**config.mk**
```make
export PLATFORM = sky130hd
export DESIGN_NAME = instruction_fetch_unit_flat
export DESIGN_NICKNAME = d
export VERILOG_FILES = /design/src/rtl/instruction_fetch_unit_if.sv /design/src/rtl/instruction_fetch_unit.sv /design/src/flat_wrapper.sv
export SDC_FILE = /design/constraint.sdc
export NUM_CORES = 1
export LEC_CHECK = 0
export CAP_MARGIN = 20
export CORE_MARGIN = 2
export CORE_UTILIZATION = 43
export DETAILED_ROUTE_END_ITERATION = 12
export GPL_ROUTABILITY_DRIVEN = 0
export PLACE_DENSITY = 0.81
export SLEW_MARGIN = 40
export SYNTH_ARGS = -nofsm -noshare
export SYNTH_HDL_FRONTEND = slang
export SYNTH_SLANG_ARGS = --single-unit
```
**constraint.sdc**
```tcl
create_clock -name clk -period 2.4 [get_ports clk]
set_clock_uncertainty 0.15 [all_clocks]
set_input_delay 0.48 -clock clk [delete_from_list [all_inputs] [get_ports clk]]
set_output_delay 0.48 -clock clk [all_outputs]
set_load 0.02 [all_outputs]
```
**src/rtl/instruction_fetch_unit_if.sv**
```systemverilog
// instruction_fetch_unit_if: instruction-memory read handshake between the fetch unit and memory.
//   imem_req    master->slave  read request, held until accepted
//   imem_addr   master->slave  word-aligned read address
//   imem_ready  slave->master  request accepted this cycle (qualified by imem_req)
//   imem_rvalid slave->master  read data valid, at least one cycle after acceptance
//   imem_rdata  slave->master  instruction word
interface instruction_fetch_unit_if #(
    parameter int unsigned ADDR_WIDTH = 32,
    parameter int unsigned DATA_WIDTH = 32
);
    logic                  imem_req;
    logic [ADDR_WIDTH-1:0] imem_addr;
    logic                  imem_ready;
    logic                  imem_rvalid;
    logic [DATA_WIDTH-1:0] imem_rdata;
    modport master (output imem_req, imem_addr, input imem_ready, imem_rvalid, imem_rdata);
    modport slave  (input imem_req, imem_addr, output imem_ready, imem_rvalid, imem_rdata);
endinterface

```
**src/rtl/instruction_fetch_unit.sv**
```systemverilog
// instruction_fetch_unit: PC owner that fetches one word at a time and holds it until decode accepts it.
//   clk, rst          clock and synchronous active-high reset
//   fetch_en_i        permits leaving IDLE
//   stall_i           decode cannot accept the held instruction this cycle
//   redirect_i        branch taken; redirect_pc_i is the target (low two bits ignored)
//   imem              instruction-memory master port (req/ready/rvalid)
//   instr_o           held instruction word; opcode_o/v_o/funct_o/rd_o are slices of it
//   pc_out_o          address of instr_o; pc_plus4_o = pc_out_o + 4
//   instr_valid_o     instruction and fields are valid
//   fetch_error_o     sticky watchdog flag, only active when FETCH_TIMEOUT_EN is defined
module instruction_fetch_unit #(
    parameter int unsigned           ADDR_WIDTH     = 32,
    parameter int unsigned           DATA_WIDTH     = 32,
    parameter logic [ADDR_WIDTH-1:0] RESET_PC       = '0,
    parameter int unsigned           TIMEOUT_CYCLES = 16
) (
    input  logic                     clk,
    input  logic                     rst,
    input  logic                     fetch_en_i,
    input  logic                     stall_i,
    input  logic                     redirect_i,
    input  logic [ADDR_WIDTH-1:0]    redirect_pc_i,
    instruction_fetch_unit_if.master imem,
    output logic [DATA_WIDTH-1:0]    instr_o,
    output logic [2:0]               opcode_o,
    output logic                     v_o,
    output logic [2:0]               funct_o,
    output logic [3:0]               rd_o,
    output logic [ADDR_WIDTH-1:0]    pc_out_o,
    output logic [ADDR_WIDTH-1:0]    pc_plus4_o,
    output logic                     instr_valid_o,
    output logic                     fetch_error_o
);
    localparam logic [1:0] IDLE  = 2'd0;
    localparam logic [1:0] REQ   = 2'd1;
    localparam logic [1:0] WAIT  = 2'd2;
    localparam logic [1:0] VALID = 2'd3;

    logic [1:0]            state_q, state_d;
    logic [ADDR_WIDTH-1:0] pc_q, pc_d, pc_out_q, pc_out_d, target;
    logic [DATA_WIDTH-1:0] instr_q, instr_d;
    logic                  discard_q, discard_d, timeout, take;

    assign target        = redirect_pc_i & ~ADDR_WIDTH'(3);
    assign take          = imem.imem_rvalid & ~redirect_i & ~discard_q;
    assign imem.imem_req  = state_q == REQ;
    assign imem.imem_addr = pc_q;
    assign instr_o       = instr_q;
    assign opcode_o      = instr_q[31:29];
    assign v_o           = instr_q[28];
    assign funct_o       = instr_q[27:25];
    assign rd_o          = instr_q[19:16];
    assign pc_out_o      = pc_out_q;
    assign pc_plus4_o    = pc_out_q + ADDR_WIDTH'(4);
    assign instr_valid_o = state_q == VALID;

`ifdef FETCH_TIMEOUT_EN
    localparam int unsigned CW = $clog2(TIMEOUT_CYCLES + 1);
    logic [CW-1:0] cnt_q;
    logic          fetch_error_q;
    assign timeout       = state_q == WAIT && !imem.imem_rvalid && cnt_q == CW'(TIMEOUT_CYCLES - 1);
    assign fetch_error_o = fetch_error_q;
    // WAIT is only entered from REQ, where the counter is held at zero
    always_ff @(posedge clk) begin
        if (rst) begin
            cnt_q         <= '0;
            fetch_error_q <= 1'b0;
        end else begin
            cnt_q         <= state_q == WAIT ? cnt_q + CW'(1) : '0;
            fetch_error_q <= fetch_error_q | timeout;
        end
    end
`else
    assign timeout       = 1'b0;
    assign fetch_error_o = 1'b0;
`endif

    always_comb begin
        state_d   = state_q;
        pc_d      = pc_q;
        pc_out_d  = pc_out_q;
        instr_d   = instr_q;
        discard_d = discard_q;
        case (state_q)
            IDLE: begin
                pc_d    = redirect_i ? target : pc_q;
                state_d = fetch_en_i ? REQ : IDLE;
            end
            REQ: begin
                pc_d      = redirect_i ? target : pc_q;
                state_d   = imem.imem_ready ? WAIT : REQ;
                // a granted request whose address was just overridden returns stale data
                discard_d = discard_q | (redirect_i & imem.imem_ready);
            end
            WAIT: begin
                pc_d      = redirect_i ? target : pc_q;
                instr_d   = take ? imem.imem_rdata : instr_q;
                pc_out_d  = take ? pc_q : pc_out_q;
                state_d   = take ? VALID : (imem.imem_rvalid | timeout) ? REQ : WAIT;
                // returning data consumes the pending discard; redirect or timeout leaves one outstanding
                discard_d = imem.imem_rvalid ? 1'b0 : discard_q | redirect_i | timeout;
            end
            default: begin
                pc_d    = redirect_i ? target : stall_i ? pc_q : pc_q + ADDR_WIDTH'(4);
                state_d = (redirect_i | ~stall_i) ? REQ : VALID;
            end
        endcase
    end

    always_ff @(posedge clk) begin
        if (rst) begin
            state_q   <= IDLE;
            pc_q      <= RESET_PC;
            pc_out_q  <= RESET_PC;
            instr_q   <= '0;
            discard_q <= 1'b0;
        end else begin
            state_q   <= state_d;
            pc_q      <= pc_d;
            pc_out_q  <= pc_out_d;
            instr_q   <= instr_d;
            discard_q <= discard_d;
        end
    end
endmodule

```
**src/flat_wrapper.sv**
```systemverilog
// flat-port wrapper written by rule: the top's interface ports become plain ports
module instruction_fetch_unit_flat 
#(
    parameter int unsigned           ADDR_WIDTH     = 32,
    parameter int unsigned           DATA_WIDTH     = 32,
    parameter logic [ADDR_WIDTH-1:0] RESET_PC       = '0,
    parameter int unsigned           TIMEOUT_CYCLES = 16
)
  (clk, rst, fetch_en_i, stall_i, redirect_i, redirect_pc_i, instr_o, opcode_o, v_o, funct_o, rd_o, pc_out_o, pc_plus4_o, instr_valid_o, fetch_error_o, imem_imem_req, imem_imem_addr, imem_imem_ready, imem_imem_rvalid, imem_imem_rdata);
  instruction_fetch_unit_if #(.ADDR_WIDTH(ADDR_WIDTH), .DATA_WIDTH(DATA_WIDTH)) imem_i ();
  input  logic clk;
  input  logic rst;
  input  logic fetch_en_i;
  input  logic stall_i;
  input  logic redirect_i;
  input  logic [ADDR_WIDTH-1:0] redirect_pc_i;
  output logic [DATA_WIDTH-1:0] instr_o;
  output logic [2:0] opcode_o;
  output logic v_o;
  output logic [2:0] funct_o;
  output logic [3:0] rd_o;
  output logic [ADDR_WIDTH-1:0] pc_out_o;
  output logic [ADDR_WIDTH-1:0] pc_plus4_o;
  output logic instr_valid_o;
  output logic fetch_error_o;
  output wire logic [$bits(imem_i.imem_req)-1:0] imem_imem_req;
  output wire logic [$bits(imem_i.imem_addr)-1:0] imem_imem_addr;
  input wire logic [$bits(imem_i.imem_ready)-1:0] imem_imem_ready;
  input wire logic [$bits(imem_i.imem_rvalid)-1:0] imem_imem_rvalid;
  input wire logic [$bits(imem_i.imem_rdata)-1:0] imem_imem_rdata;
  assign imem_imem_req = imem_i.imem_req;
  assign imem_imem_addr = imem_i.imem_addr;
  assign imem_i.imem_ready = imem_imem_ready;
  assign imem_i.imem_rvalid = imem_imem_rvalid;
  assign imem_i.imem_rdata = imem_imem_rdata;
  instruction_fetch_unit #(.ADDR_WIDTH(ADDR_WIDTH), .DATA_WIDTH(DATA_WIDTH), .RESET_PC(RESET_PC), .TIMEOUT_CYCLES(TIMEOUT_CYCLES)) u_core (.clk(clk), .rst(rst), .fetch_en_i(fetch_en_i), .stall_i(stall_i), .redirect_i(redirect_i), .redirect_pc_i(redirect_pc_i), .imem(imem_i), .instr_o(instr_o), .opcode_o(opcode_o), .v_o(v_o), .funct_o(funct_o), .rd_o(rd_o), .pc_out_o(pc_out_o), .pc_plus4_o(pc_plus4_o), .instr_valid_o(instr_valid_o), .fetch_error_o(fetch_error_o));
endmodule
```
==> results.md, run 1 <==
- Vias: 5920
- Main synth FF type: dfxtp_1
- Final instance area: 8180 sq um
- HP Class: flip-flop to flip-flop
- Syn_area_per_cell: 7.78 sq um
- Ratio of cells with drive above 1 in the final layout: 21.5%
- Final ANT Viol Nets: 0
- Clock sink count: 95
- Cell mode on critical path: buf_4
- CTS tree: built
- Final Max Slew Viols: 0
- P_int: 0.00260 W
- Outcome: finished with violations
- Initial core utilization: 43.8%
- Avg WL per Cell: 17.6 um
- Worst Tran Pin Value: 526 ps
- IO Port Bufs: 203
- Tot GR Track Use: 28.3%
- Reg2reg start: u_core.imem.imem_addr[10]
- Setup ws final: -301 ps
- Shortest period the worst path allows: 2700 ps
- Later-pin clock latency in the skew report: 350 ps
- Pin count of the biggest net entering global routing: 63
- Violated checks: negative setup slack
- Comb pwr share: 14.9%
- Antenna diodes: 0
- WP depth: 6
- Worst setup startpoint: u_core.pc_out_o[6]
- Clock Tree Buf Depth: 2
- Seq pwr share: 47.9%
- Root Driver: clkbuf_16
- Fmax achieved: 370 MHz
- R2R depth: 4
- Ports: 213
- Synth Cell Area: 4960 sq um
- Slowest CP cell: or4_4
- CP endpoint kind: output port
- Crit-path max FO: 3
- Cell Pwr Density: 433 nW/um^2
- Initial antenna violation count: 0
- Critical Path RT: 1770 ps
- DRC violations left: 0
- Post-synth EDFFs: 0
- Starting DRT DRC Count: 591
- Top cells by count, synth: nand2_1, dfxtp_1, a21oi_1, clkbuf_1, nor2_1
- Synth top area share: 38.4%
- Most numerous cell in the Yosys netlist: nand2_1
- Area leader, netlist: dfxtp_1
- Routed WL: 18.4 mm
- Worst path bufs/invs: 2
- Area delta synth->final: 64.9%
- R2R setup slack: 270 ps
- Total core area: 11300 sq um
- Die width: 111 um
- Vias in the first global route: 5767
- First-pass GRT wire length: 28.8 mm
- Asr flop ratio synth: 0%
- CP startpoint kind: flip-flop
- Switching Power: 0.000936 W
- Post-synthesis cell count: 637
- Cell Chain, Critical Path: nand4_1, buf_4, or4_4, nor3_4, xor2_2, buf_4
- Worst reg2reg path endpoint: u_core.imem.imem_addr[23]
- Total negative slack: -2760 ps
- CP peak stage delay: 490 ps
- Pre-antenna DRT Iters: 7
- Die H: 111 um
- Unrepaired setup endpoints after global routing: true
- Die ar.: 12400 sq um
- Sw Ratio: 26.5%
- Synth unique cells: 54
- Std cell rows: 39
- Hold Fails Final Rpt: 0
- Post-DP HPWL: 13.4 mm
- Tot Pwr: 0.00354 W
- Peak supply drop: 299 uV
- Area after DPL: 7500 sq um
- Crit path arrival time: 2070 ps
- Leak Pwr: 3.15 nW
- Clk pwr share: 37.2%
- Core Util, Final: 72.2%
- Max-slew headroom: 64.6%
- CP endpoint: pc_plus4_o[22]
- Delay-heaviest family, CP: simple AND/OR/NAND/NOR gates
- H-tree levels: 3
- MaxCap Viol Count: 0
- Grt ovf: 0
- DR vias/cell: 5.65
- #FFs+latches synth: 95
- Setup violations, final: 22
- Synth warnings: 0
- Setup CP Type: flip-flop to output port
- Dominant cells by area after synthesis: dfxtp_1, nand2_1, a21oi_1
- Reg clk slew, reported paths: 70 ps
- Final cycle utilization of the critical path: 113%
- CTS buffer count: 9
- Register area share after synthesis: 38.4%
- Nets@finish: 977
-- metal layers --
| metal | routed length [um] | global-route usage, % | part of all wire (%) | up-vias |
|---|---|---|---|---|
| met2 | 9290 | 49.9 | 50 | 324 |
| met1 | 7280 | 33.7 | 39 | 2795 |
| li1 | - | - | - | 2754 |
| met3 | 1220 | 4.95 | 6.6 | 47 |
| met4 | 636 | 12.5 | 3.5 | 0 |
| met5 | 0 | 0 | 0 | - |
-- per-stage QoR --
step | hold WS [ps] | setup WS (ps) | std cells
floorplan | 362 | 6.20 | 643
CTS | 308 | -211 | 1037
finish | 309 | -301 | 1047
detailed placement | 299 | -433 | 1008
global placement | 292 | -373 | 1008
global route | 323 | -330 | 1047
-- how the worst min path moves through the flow --
| stage | startpoint | to | slack (ps) | cells after the start |
|---|---|---|---|---|
| detailed placement | u_core.instr_o[15] | u_core.instr_o[15] | 300 | 2 |
| floorplan | u_core.pc_out_o[3] | u_core.pc_out_o[3] | 360 | 2 |
| global placement | u_core.instr_o[24] | u_core.instr_o[24] | 290 | 2 |
| finish | u_core.instr_o[21] | u_core.instr_o[21] | 310 | 2 |
| global route | u_core.instr_o[15] | u_core.instr_o[15] | 320 | 2 |
| CTS | u_core.instr_o[15] | u_core.instr_o[15] | 310 | 2 |
-- kinds of logic after synthesis --
| group | count (synthesis) | synth area share [%] |
|---|---|---|
| fa+ha+maj | 7 | 1.77 |
| flops | 95 | 38.4 |
| other cells | 1 | 0.0756 |
| compound gates | 126 | 16.0 |
| simple gates | 304 | 30.0 |
| mux | 1 | 0.202 |
| buf+inv | 69 | 7.57 |
| xor+xnor | 34 | 6.01 |
-- timing repair --
action	CTS	global route
endpoints found under the setup margin	27	24
hold buffers	0	0
cloned	1	0
pin swaps	19	31
setup buffers	12	13
gates resized for setup	148	51
-- state kept, by name, indices dropped and copies added, names as in the netlist --
name,flops
u_core.discard_q,1
u_core.imem.imem_addr,30
u_core.pc_out_o,30
u_core.instr_o,32
u_core.state_q,2
-- power groups by stage --
stage / registers (W) / logic (W) / clock network [W]
CTS: 0.00169 / 0.000521 / 0.00132
global placement: 0.00172 / 0.000508 / 0
global route: 0.00170 / 0.000564 / 0.00139
floorplan: 0.00177 / 0.000189 / 0
finish: 0.00169 / 0.000525 / 0.00132
detailed placement: 0.00173 / 0.000518 / 0
-- tightest hold or removal path, stage by stage (launching register included) --
cell	delay [ps]
dfxtp_1	310
nand2_1	50
a21oi_1	50
-- area by class of cell --
type / count / area (sq um)
Tap cell: 143 / 179
Inverter: 11 / 41.3
Timing Repair Buffer: 303 / 2780
Multi-Input combinational cell: 479 / 2990
Clock buffer: 11 / 233
Sequential cell: 95 / 1920
Clock inverter: 5 / 32.5
Fill cell: 855 / 3150
-- cells in the final DEF (no fill, tap or decap), types with 3 or more instances in the layout --
master / synthesis / routed
o21bai_1: 8 / 8
a211oi_1: 12 / 12
nor2b_1: 3 / 3
o31a_1: 3 / 3
xnor2_2: 0 / 7
and2_1: 4 / 4
a21oi_1: 67 / 67
xor2_1: 12 / 9
nor3_4: 0 / 3
and4_1: 9 / 5
nor2_4: 0 / 3
nor4_1: 16 / 13
nor3_1: 13 / 9
or4_1: 5 / 4
xnor2_1: 22 / 15
clkbuf_16: 0 / 9
a2111oi_0: 4 / 4
nor2_1: 31 / 28
ha_1: 7 / 6
nand3_1: 24 / 19
buf_4: 18 / 109
and4_4: 0 / 4
clkdlybuf4s50_1: 0 / 174
nand3_4: 0 / 4
inv_1: 11 / 10
conb_1: 1 / 7
and3_1: 7 / 7
o31ai_1: 5 / 5
o21ai_0: 5 / 5
xor2_2: 0 / 3
nand3_2: 2 / 3
dfxtp_1: 95 / 84
a311oi_1: 15 / 15
clkinv_2: 0 / 3
nand4_1: 22 / 22
nor4_4: 0 / 4
nand2_1: 149 / 146
dfxtp_2: 0 / 11
dlygate4sd2_1: 0 / 4
buf_6: 5 / 12
(Power assumes the default switching activity.)
==> run 2: changes to the inputs <==
CAP_MARGIN = not set   (was 20)
CORE_MARGIN = 10   (was 2)
==> results.md, run 2 (synthesis results as in run 1) <==
- Outcome: finished with violations (unchanged)
- Violated checks: negative setup slack (unchanged)
- Worst setup startpoint: u_core.pc_out_o[4] (was u_core.pc_out_o[6])
- Hold WS: 304 ps (was 309 ps)
- Endpoint, Worst Hold: u_core.instr_o[21] (unchanged)
- Fmax achieved: 393 MHz (was 370 MHz)
- Crit-path max FO: 4 (was 3)
- Final cell count without fillers: 1018 (was 1047)
- Later-pin clock latency in the skew report: 340 ps (was 350 ps)
- Max reg flops: 32 (unchanged)
- DR vias/cell: 5.47 (was 5.65)
- Crit path arrival time: 1920 ps (was 2070 ps)
- Reg clk slew, reported paths: 70 ps (about the same)
- Hold Fails Final Rpt: 0 (unchanged)
- Reg2reg start: u_core.imem.imem_addr[19] (was u_core.imem.imem_addr[10])
- Std cell rows: 39 (unchanged)
- # hold bufs at CTS: 0 (unchanged)
- Die H: 127 um (was 111 um)
- Max-slew headroom: 53.2% (was 64.6%)
- Tot GR Track Use: 21.5% (was 28.3%)
- MaxCap Viol Count: 0 (unchanged)
- Setup violations, final: 16 (was 22)
- Routed WL: 18.8 mm (was 18.4 mm)
- Grt ovf: 0 (unchanged)
- Total core area: 11400 sq um (was 11300 sq um)
- Peak supply drop: 407 uV (was 299 uV)
- Slowest CP cell: or4_4 (unchanged)
- Unrepaired setup endpoints after global routing: true (unchanged)
- Ports: 213 (unchanged)
- DRC violations left: 0 (unchanged)
- Hold depth: 2 (unchanged)
- Setup ws final: -145 ps (was -301 ps)
- Setup CP Type: flip-flop to output port (unchanged)
- Nets@finish: 950 (was 977)
- Initial core utilization: 43.6% (was 43.8%)
- Starting DRT DRC Count: 549 (was 591)
- R2R depth: 4 (unchanged)
- Leak Pwr: 2.91 nW (was 3.15 nW)
- Pre-antenna DRT Iters: 5 (was 7)
- GR Util met3: 5.29% (was 4.95%)
- CP startpoint kind: flip-flop (unchanged)
- Placed instance count: 999 (was 1008)
- Delay-heaviest family, CP: simple AND/OR/NAND/NOR gates (unchanged)
- IO Port Bufs: 203 (unchanged)
- Avg WL per Cell: 18.4 um (was 17.6 um)
- Met1 usage: 25.4% (was 33.7%)
- Pin count of the biggest net entering global routing: 64 (was 63)
- R2R setup slack: 240 ps (was 270 ps)
- Worst reg2reg path endpoint: u_core.imem.imem_addr[24] (was u_core.imem.imem_addr[23])
- Vias in the first global route: 5490 (was 5767)
- Final cycle utilization of the critical path: 106% (was 113%)
- Area delta synth->final: 57.8% (was 64.9%)
- Ratio of cells with drive above 1 in the final layout: 17.6% (was 21.5%)
- Most common cell after layout, fill and taps aside: clkdlybuf4s50_1 (unchanged)
- Worst Tran Pin Value: 702 ps (was 526 ps)
- Clock sink count: 95 (unchanged)
- CP peak stage delay: 610 ps (was 490 ps)
- Critical Path RT: 1770 ps (about the same)
- Worst path bufs/invs: 1 (was 2)
- Vias: 5571 (was 5920)
- Shortest period the worst path allows: 2550 ps (was 2700 ps)
- Most frequent cells in the layout: clkdlybuf4s50_1, nand2_1, buf_4, dfxtp_1, a21oi_1 (unchanged)
- Die width: 127 um (was 111 um)
- Clock Tree Buf Depth: 2 (unchanged)
- Met2 Track Usage GR: 37.2% (was 49.9%)
- Hold Crit Start: u_core.instr_o[21] (unchanged)
- Cell Chain, Critical Path: nand4_1, or4_4, nor3_4, xor2_2, buf_4 (was nand4_1, buf_4, or4_4, nor3_4, xor2_2, buf_4)
- CP endpoint kind: output port (unchanged)
- Final Max Slew Viols: 0 (unchanged)
- H-tree levels: 3 (unchanged)
- First-pass GRT wire length: 29.0 mm (was 28.8 mm)
- Antenna diodes: 0 (unchanged)
- Cell Pwr Density: 449 nW/um^2 (was 433 nW/um^2)
- Initial antenna violation count: 0 (unchanged)
- CTS tree: built (unchanged)
- Die ar.: 16200 sq um (was 12400 sq um)
- Final ANT Viol Nets: 0 (unchanged)
- HP Class: flip-flop to flip-flop (unchanged)
- Post-DP HPWL: 14.2 mm (was 13.4 mm)
- Root Driver: clkbuf_16 (unchanged)
- CTS buffer count: 9 (unchanged)
- Grt peak-use layer: met2 (unchanged)
==> run 2: changes by cell type in the layout (fill, tap and decap cells not counted), moves of 3 or more <==
cell,before,now
buf_6,12,3
xnor2_1,15,18
buf_4,109,86
nand3_4,4,0
and4_1,5,8
xnor2_2,7,4
and4_4,4,1
==> run 2: worst register-to-register path, delay by kind of cell, from the launching register on <==
kind	cells	cell delay, ps
and+or+nand+nor	3	1090
DFF	1	510
AOI/OAI and AO/OA	1	310
==> run 2: through the flow <==
| stage | power (W) | util (%) | instance area, sq um | setup TNS (ps) | worst slack, ps |
|---|---|---|---|---|---|
| 2_1_floorplan | 0.00196 | - | 5020 | 0 | 6.20 |
| 3_5_place_dp | 0.00224 | 65.6 | 7460 | -3920 | -429 |
| 6_report | 0.00352 | 68.8 | 7830 | -1290 | -145 |
| 3_3_place_gp | 0.00223 | 65.6 | 7460 | -3370 | -390 |
| 4_1_cts | 0.00354 | 68.3 | 7770 | -1310 | -137 |
| 5_1_grt | 0.00364 | 68.8 | 7830 | -3470 | -250 |
==> run 2: layout make-up <==
| cell class | instances | area [sq um] |
|---|---|---|
| sequential | 95 | 1920 |
| tap | 143 | 179 |
| multi-input combinational | 479 | 2860 |
| inverter | 11 | 41.3 |
| fill | 920 | 3540 |
| clock inverter | 5 | 35.0 |
| clock buffer | 9 | 225 |
| timing repair buffer | 276 | 2570 |
==> run 2: how the worst max path moves through the flow <==
stage                          end  slack (ps)  depth (start not counted)
floorplan           pc_plus4_o[27]           6                          4
global placement    pc_plus4_o[16]        -390                          6
detailed placement  pc_plus4_o[16]        -430                          6
CTS                 pc_plus4_o[22]        -140                          5
global route        pc_plus4_o[22]        -250                          5
finish              pc_plus4_o[22]        -150                          5
==> run 2: report_power, final <==
part	internal, W	switching [W]
registers	0.00163	0.0000771
logic	0.000264	0.000247
clock network	0.000695	0.000610
total	0.00258	0.000934
==> run 2: layer usage <==
layer	routed length, um	vias up
met5	0	-
met4	322	0
met3	1560	29
met2	9520	228
met1	7350	2620
li1	-	2694
==> run 2: what timing repair did <==
action,CTS,global route
setup buffers,3,1
resized for setup,142,16
pin swaps,13,10
gates cloned,1,0
setup endpoints to repair,27,24
==> run 3: changes to the inputs <==
clock period = 2.78 ns   (was 2.4 ns; I/O delays follow)
==> results.md, run 3 (synthesis results as in run 1) <==
- Peak supply drop: 314 uV (was 407 uV)
- Area delta synth->final: 52.1% (was 57.8%)
- Vias in the first global route: 5538 (was 5490)
- Final ANT Viol Nets: 0 (unchanged)
- Worst setup startpoint: u_core.pc_out_o[4] (unchanged)
- Clock sink count: 95 (unchanged)
- Unrepaired setup endpoints after global routing: true (unchanged)
- Antenna diodes: 0 (unchanged)
- Tot GR Track Use: 21.7% (was 21.5%)
- DR vias/cell: 5.63 (was 5.47)
- Final cell count without fillers: 996 (was 1018)
- Leak Pwr: 2.73 nW (was 2.91 nW)
- Clock Tree Buf Depth: 2 (unchanged)
- Nets@finish: 926 (was 950)
- Setup violations, final: 0 (was 16)
- CP endpoint kind: output port (unchanged)
- Most common cell after layout, fill and taps aside: clkdlybuf4s50_1 (unchanged)
- Final Max Slew Viols: 0 (unchanged)
- Switching Power: 0.000819 W (was 0.000934 W)
- Max-slew headroom: 46.8% (was 53.2%)
- Crit path arrival time: 2040 ps (was 1920 ps)
- Std cell rows: 39 (unchanged)
- Initial core utilization: 43.6% (unchanged)
- Hold Crit Start: u_core.instr_o[24] (was u_core.instr_o[21])
- Setup ws final: 34.3 ps (was -145 ps)
- Ports: 213 (unchanged)
- Root Driver: clkbuf_16 (unchanged)
- Reg clk slew, reported paths: 70 ps (about the same)
- # hold bufs at CTS: 0 (unchanged)
- CTS buffer count: 9 (unchanged)
- Pre-antenna DRT Iters: 5 (unchanged)
- Critical Path RT: 2070 ps (was 1770 ps)
- Cell Pwr Density: 410 nW/um^2 (was 449 nW/um^2)
- Hold Fails Final Rpt: 0 (unchanged)
- Initial antenna violation count: 0 (unchanged)
- Shortest period the worst path allows: 2750 ps
- Core Util, Final: 66.3% (was 68.8%)
- DRC violations left: 0 (unchanged)
- Reg2reg start: u_core.imem.imem_addr[5] (was u_core.imem.imem_addr[19])
- Crit-path max FO: 3 (was 4)
- Die H: 127 um (unchanged)
- # fillers: 955 (was 920)
- CP startpoint kind: flip-flop (unchanged)
- Post-DP HPWL: 14.0 mm (was 14.2 mm)
- Comb pwr share: 13.7% (was 14.5%)
- Placed instance count: 975 (was 999)
- Sw Ratio: 26.5% (about the same)
- HP Class: flip-flop to flip-flop (unchanged)
- Grt ovf: 0 (unchanged)
- Starting DRT DRC Count: 536 (was 549)
- Reg area: 1910 sq um (was 1920 sq um)
- Outcome: finished clean (was finished with violations)
- Die ar.: 16200 sq um (unchanged)
- Die width: 127 um (unchanged)
- IO Port Bufs: 203 (unchanged)
- Pin count of the biggest net entering global routing: 80 (was 64)
- Total core area: 11400 sq um (unchanged)
- First-pass GRT wire length: 29.0 mm (about the same)
- Fmax achieved: 364 MHz
- Most frequent cells in the layout: clkdlybuf4s50_1, nand2_1, dfxtp_1, a21oi_1, buf_4 (was clkdlybuf4s50_1, nand2_1, buf_4, dfxtp_1, a21oi_1)
- P_int: 0.00227 W (was 0.00258 W)
- Clk pwr share: 38.6% (was 37.1%)
- CTS tree: built (unchanged)
- Ratio of cells with drive above 1 in the final layout: 13.2% (was 17.6%)
- Hold WS: 308 ps (was 304 ps)
- Setup CP Type: flip-flop to output port (unchanged)
- Seq pwr share: 47.7% (was 48.4%)
- H-tree levels: 3 (unchanged)
- Area of the multi-input gates: 2780 sq um (was 2860 sq um)
- Worst Tran Pin Value: 799 ps (was 702 ps)
- Later-pin clock latency in the skew report: 350 ps (was 340 ps)
- MaxCap Viol Count: 0 (unchanged)
- Max reg flops: 32 (unchanged)
- Avg WL per Cell: 18.7 um (was 18.4 um)
- Vias: 5608 (was 5571)
- Place WS: -196 ps (was -429 ps)
- R2R setup slack: 520 ps (was 240 ps)
- Final cycle utilization of the critical path: 98.8%
- Total negative slack: 0 ps (was -1290 ps)
- Routed WL: 18.6 mm (was 18.8 mm)
[run 3: cell count changes in the layout (fill, tap and decap cells not counted), moves of 3 or more]
cell,change
nand3_2,-3
nand3_1,+3
buf_4,-27
buf_12,-3
clkbuf_2,+4
buf_6,-3
clkdlybuf4s50_1,+4
[run 3: power by group through the flow]
stage	Sequential, W	Clock, W	Combinational, W
global route	0.00148	0.00126	0.000454
CTS	0.00147	0.00120	0.000424
global placement	0.00150	0	0.000413
finish	0.00147	0.00120	0.000423
detailed placement	0.00150	0	0.000422
floorplan	0.00153	0	0.000163
[run 3: worst paths after layout]
kind / to / cells after the start
hold / removal: u_core.instr_o[24] / 2
setup reg to reg: u_core.imem.imem_addr[19] / 4
hold reg to reg: u_core.instr_o[24] / 2
setup / recovery: pc_plus4_o[22] / 6
[run 3: metal layers]
metal,wire [um],GRT usage (%),vias to the layer above
li1,-,-,2666
met1,7270,24.5,2658
met2,9260,37.9,242
met3,1590,5.87,42
met4,495,8.44,0
met5,0,0,-
[run 3: stage by stage]
step                      area [sq um]  power (W)
after detailed placement          7200    0.00192
after floorplan                   4980    0.00169
after global routing              7540    0.00319
after global placement            7200    0.00191
after CTS                         7480    0.00310
final                             7540    0.00309
[run 3: what timing repair did]
item | in CTS | in global routing
pin swaps | 2 | 8
setup endpoints to repair | 23 | 19
buffers inserted | 1 | 3
resized for setup | 73 | 40
cloned | 1 | 0
[run 3: critical path, stage by stage (launching register included)]
cell and delay [ps]:
dfxtp_2 320, nand4_1 140, buf_4 160, or4_4 600, nor3_4 150, xor2_1 160, buf_4 160
[run 3: layout make-up]
cell class / count / area share, %
inverters: 11 / 0.548
clock buffers: 11 / 3.35
clock inverters: 5 / 0.431
well taps: 143 / 2.37
flip-flops and latches: 95 / 25.4
multi-input cells: 479 / 36.8
repair buffers: 252 / 31.1
==> RTL edit: new RTL, config.mk and constraints of run 1 <==
Build with the macro `FETCH_TIMEOUT_EN` defined.
--- a/src/rtl/instruction_fetch_unit.sv
+++ b/src/rtl/instruction_fetch_unit.sv
@@ -9,4 +9,6 @@
 //   instr_valid_o     instruction and fields are valid
 //   fetch_error_o     sticky watchdog flag, only active when FETCH_TIMEOUT_EN is defined
+`define FETCH_TIMEOUT_EN
+
 module instruction_fetch_unit #(
     parameter int unsigned           ADDR_WIDTH     = 32,
Behaviour: same outputs for any inputs over 4 cycles, from zero or initial values and one cycle with rst high; that may be too few to reach the edited logic, so the function may still have changed.
==> RTL edit against run 1 <==
The flow still finishes with violations (negative setup slack). Setup slack improved by 0.0033 ns. Combinational power is 9.7% higher. Total power grew 4.8%. Final cell count up 0.86%. Area after synthesis grew 1.7%. Fmax up 0.12%. Sequential cell count increased by 6. Clock power is 4% higher. Final area up 2.2%. Wire length down 3.5%. Critical endpoint is now pc_plus4_o[25]. Highest routed layer unchanged.
==> RTL edit: results (changes against run 1) <==
Run status
The run finished, with violations left. The final reports fail on negative setup slack.

Power
The leakage power figure is 3.28 nW (+4.2%). The relative contribution of sequential cells to total power is 0.476 (-0.003). The part of the power in the clock network is 0.369 (-0.003).

GRT
The via count of the first global-routing pass is 5705 (-1.1%). The first-pass GRT wire length is 28200 µm (-2.0%). The largest net degree at the start of global routing is 62 (-1.6%). The met2 usage was 0.480 (-0.0185).

The global-route usage over all layers is 0.274 (-0.00844).

Layout
The share of cells above drive strength 1 is 0.214 (-0.00102).

Drt
The detailed-router iteration count before antenna repair is 5 (-2). The routed via count came to 5786 (-2.3%). The met1 wire length is 7160 µm (-1.7%). The total met3 wirelength after detailed routing is 850 µm (-30%).

CTS
The post-cts resize count came to 151 (+2.0%). The count of buffers added by post-CTS timing repair for setup is 8 (-4).

Timing
The slack of the critical path came to -0.298 ns (+0.00330 ns). The number of endpoints failing setup at the final stage was 18 (-18%).

Synthesis
The fraction of the mapped netlist area in adder cells came to 0.0199 (+0.00219). The share of synthesized area occupied by flip-flops and latches is 0.401 (+0.0174). The post-synthesis mux area share is 0 (-0.00202). The synthesized-area fraction occupied by ao, oa, aoi and oai cells was 0.171 (+0.0112). The fraction of synthesized cell area in xor and xnor cells is 0.0591 (-0.000998). By area the synthesized netlist is led by sky130_fd_sc_hd__dfxtp_1 40%, sky130_fd_sc_hd__nand2_1 11%, sky130_fd_sc_hd__a21oi_1 6.5%.

Worst setup path
The launching instance or port of the critical path is u_core.pc_out_o[16]$_SDFFE_PP0P_.
-- RTL edit: cell count changes in the layout (fill, tap and decap cells not counted), sizes merged, moves of 4 or more --
cell,before,now
and3,7,11
o21ai,5,14
or4,6,11
nand4,23,15
o21bai,8,0
buf,124,120
inv,12,25
xnor2,22,17
dfxtp,95,101
nand3,26,20
xor2,12,17
nor4,18,8
-- RTL edit: worst paths after layout --
check                                                end  slack [ns]  depth (start not counted)
setup / recovery                          pc_plus4_o[25]       -0.30                          6
hold / removal                u_core.cnt_q[0]$_SDFF_PP0_        0.30                          1
setup reg to reg  u_core.imem.imem_addr[31]$_SDFFE_PP0P_        0.10                          5
hold reg to reg               u_core.cnt_q[0]$_SDFF_PP0_        0.30                          1
-- RTL edit: per-stage QoR --
stage	instances	power [mW]	TNS (ns)
after floorplan	654	2.05	-0.0620
after global placement	1026	2.35	-7.47
after detailed placement	1026	2.37	-8.85
after CTS	1050	3.72	-2.86
after global routing	1056	3.83	-4.77
final	1056	3.71	-3.47
-- RTL edit: final cells by class --
| type | count | area (µm²) |
|---|---|---|
| well taps | 143 | 179 |
| repair buffers | 303 | 2830 |
| flip-flops and latches | 101 | 2060 |
| clock buffers | 15 | 268 |
| multi-input cells | 468 | 2910 |
| clock inverters | 1 | 5.00 |
| inverters | 25 | 93.8 |
| fillers | 827 | 3070 |
-- RTL edit: critical path, cell delays in order, from the launching register on --
cell and delay [ns]:
sky130_fd_sc_hd__dfxtp_4 0.34, sky130_fd_sc_hd__nand4_1 0.14, sky130_fd_sc_hd__or4_4 0.56, sky130_fd_sc_hd__buf_8 0.17
sky130_fd_sc_hd__nor3_2 0.16, sky130_fd_sc_hd__xor2_1 0.19, sky130_fd_sc_hd__buf_4 0.17
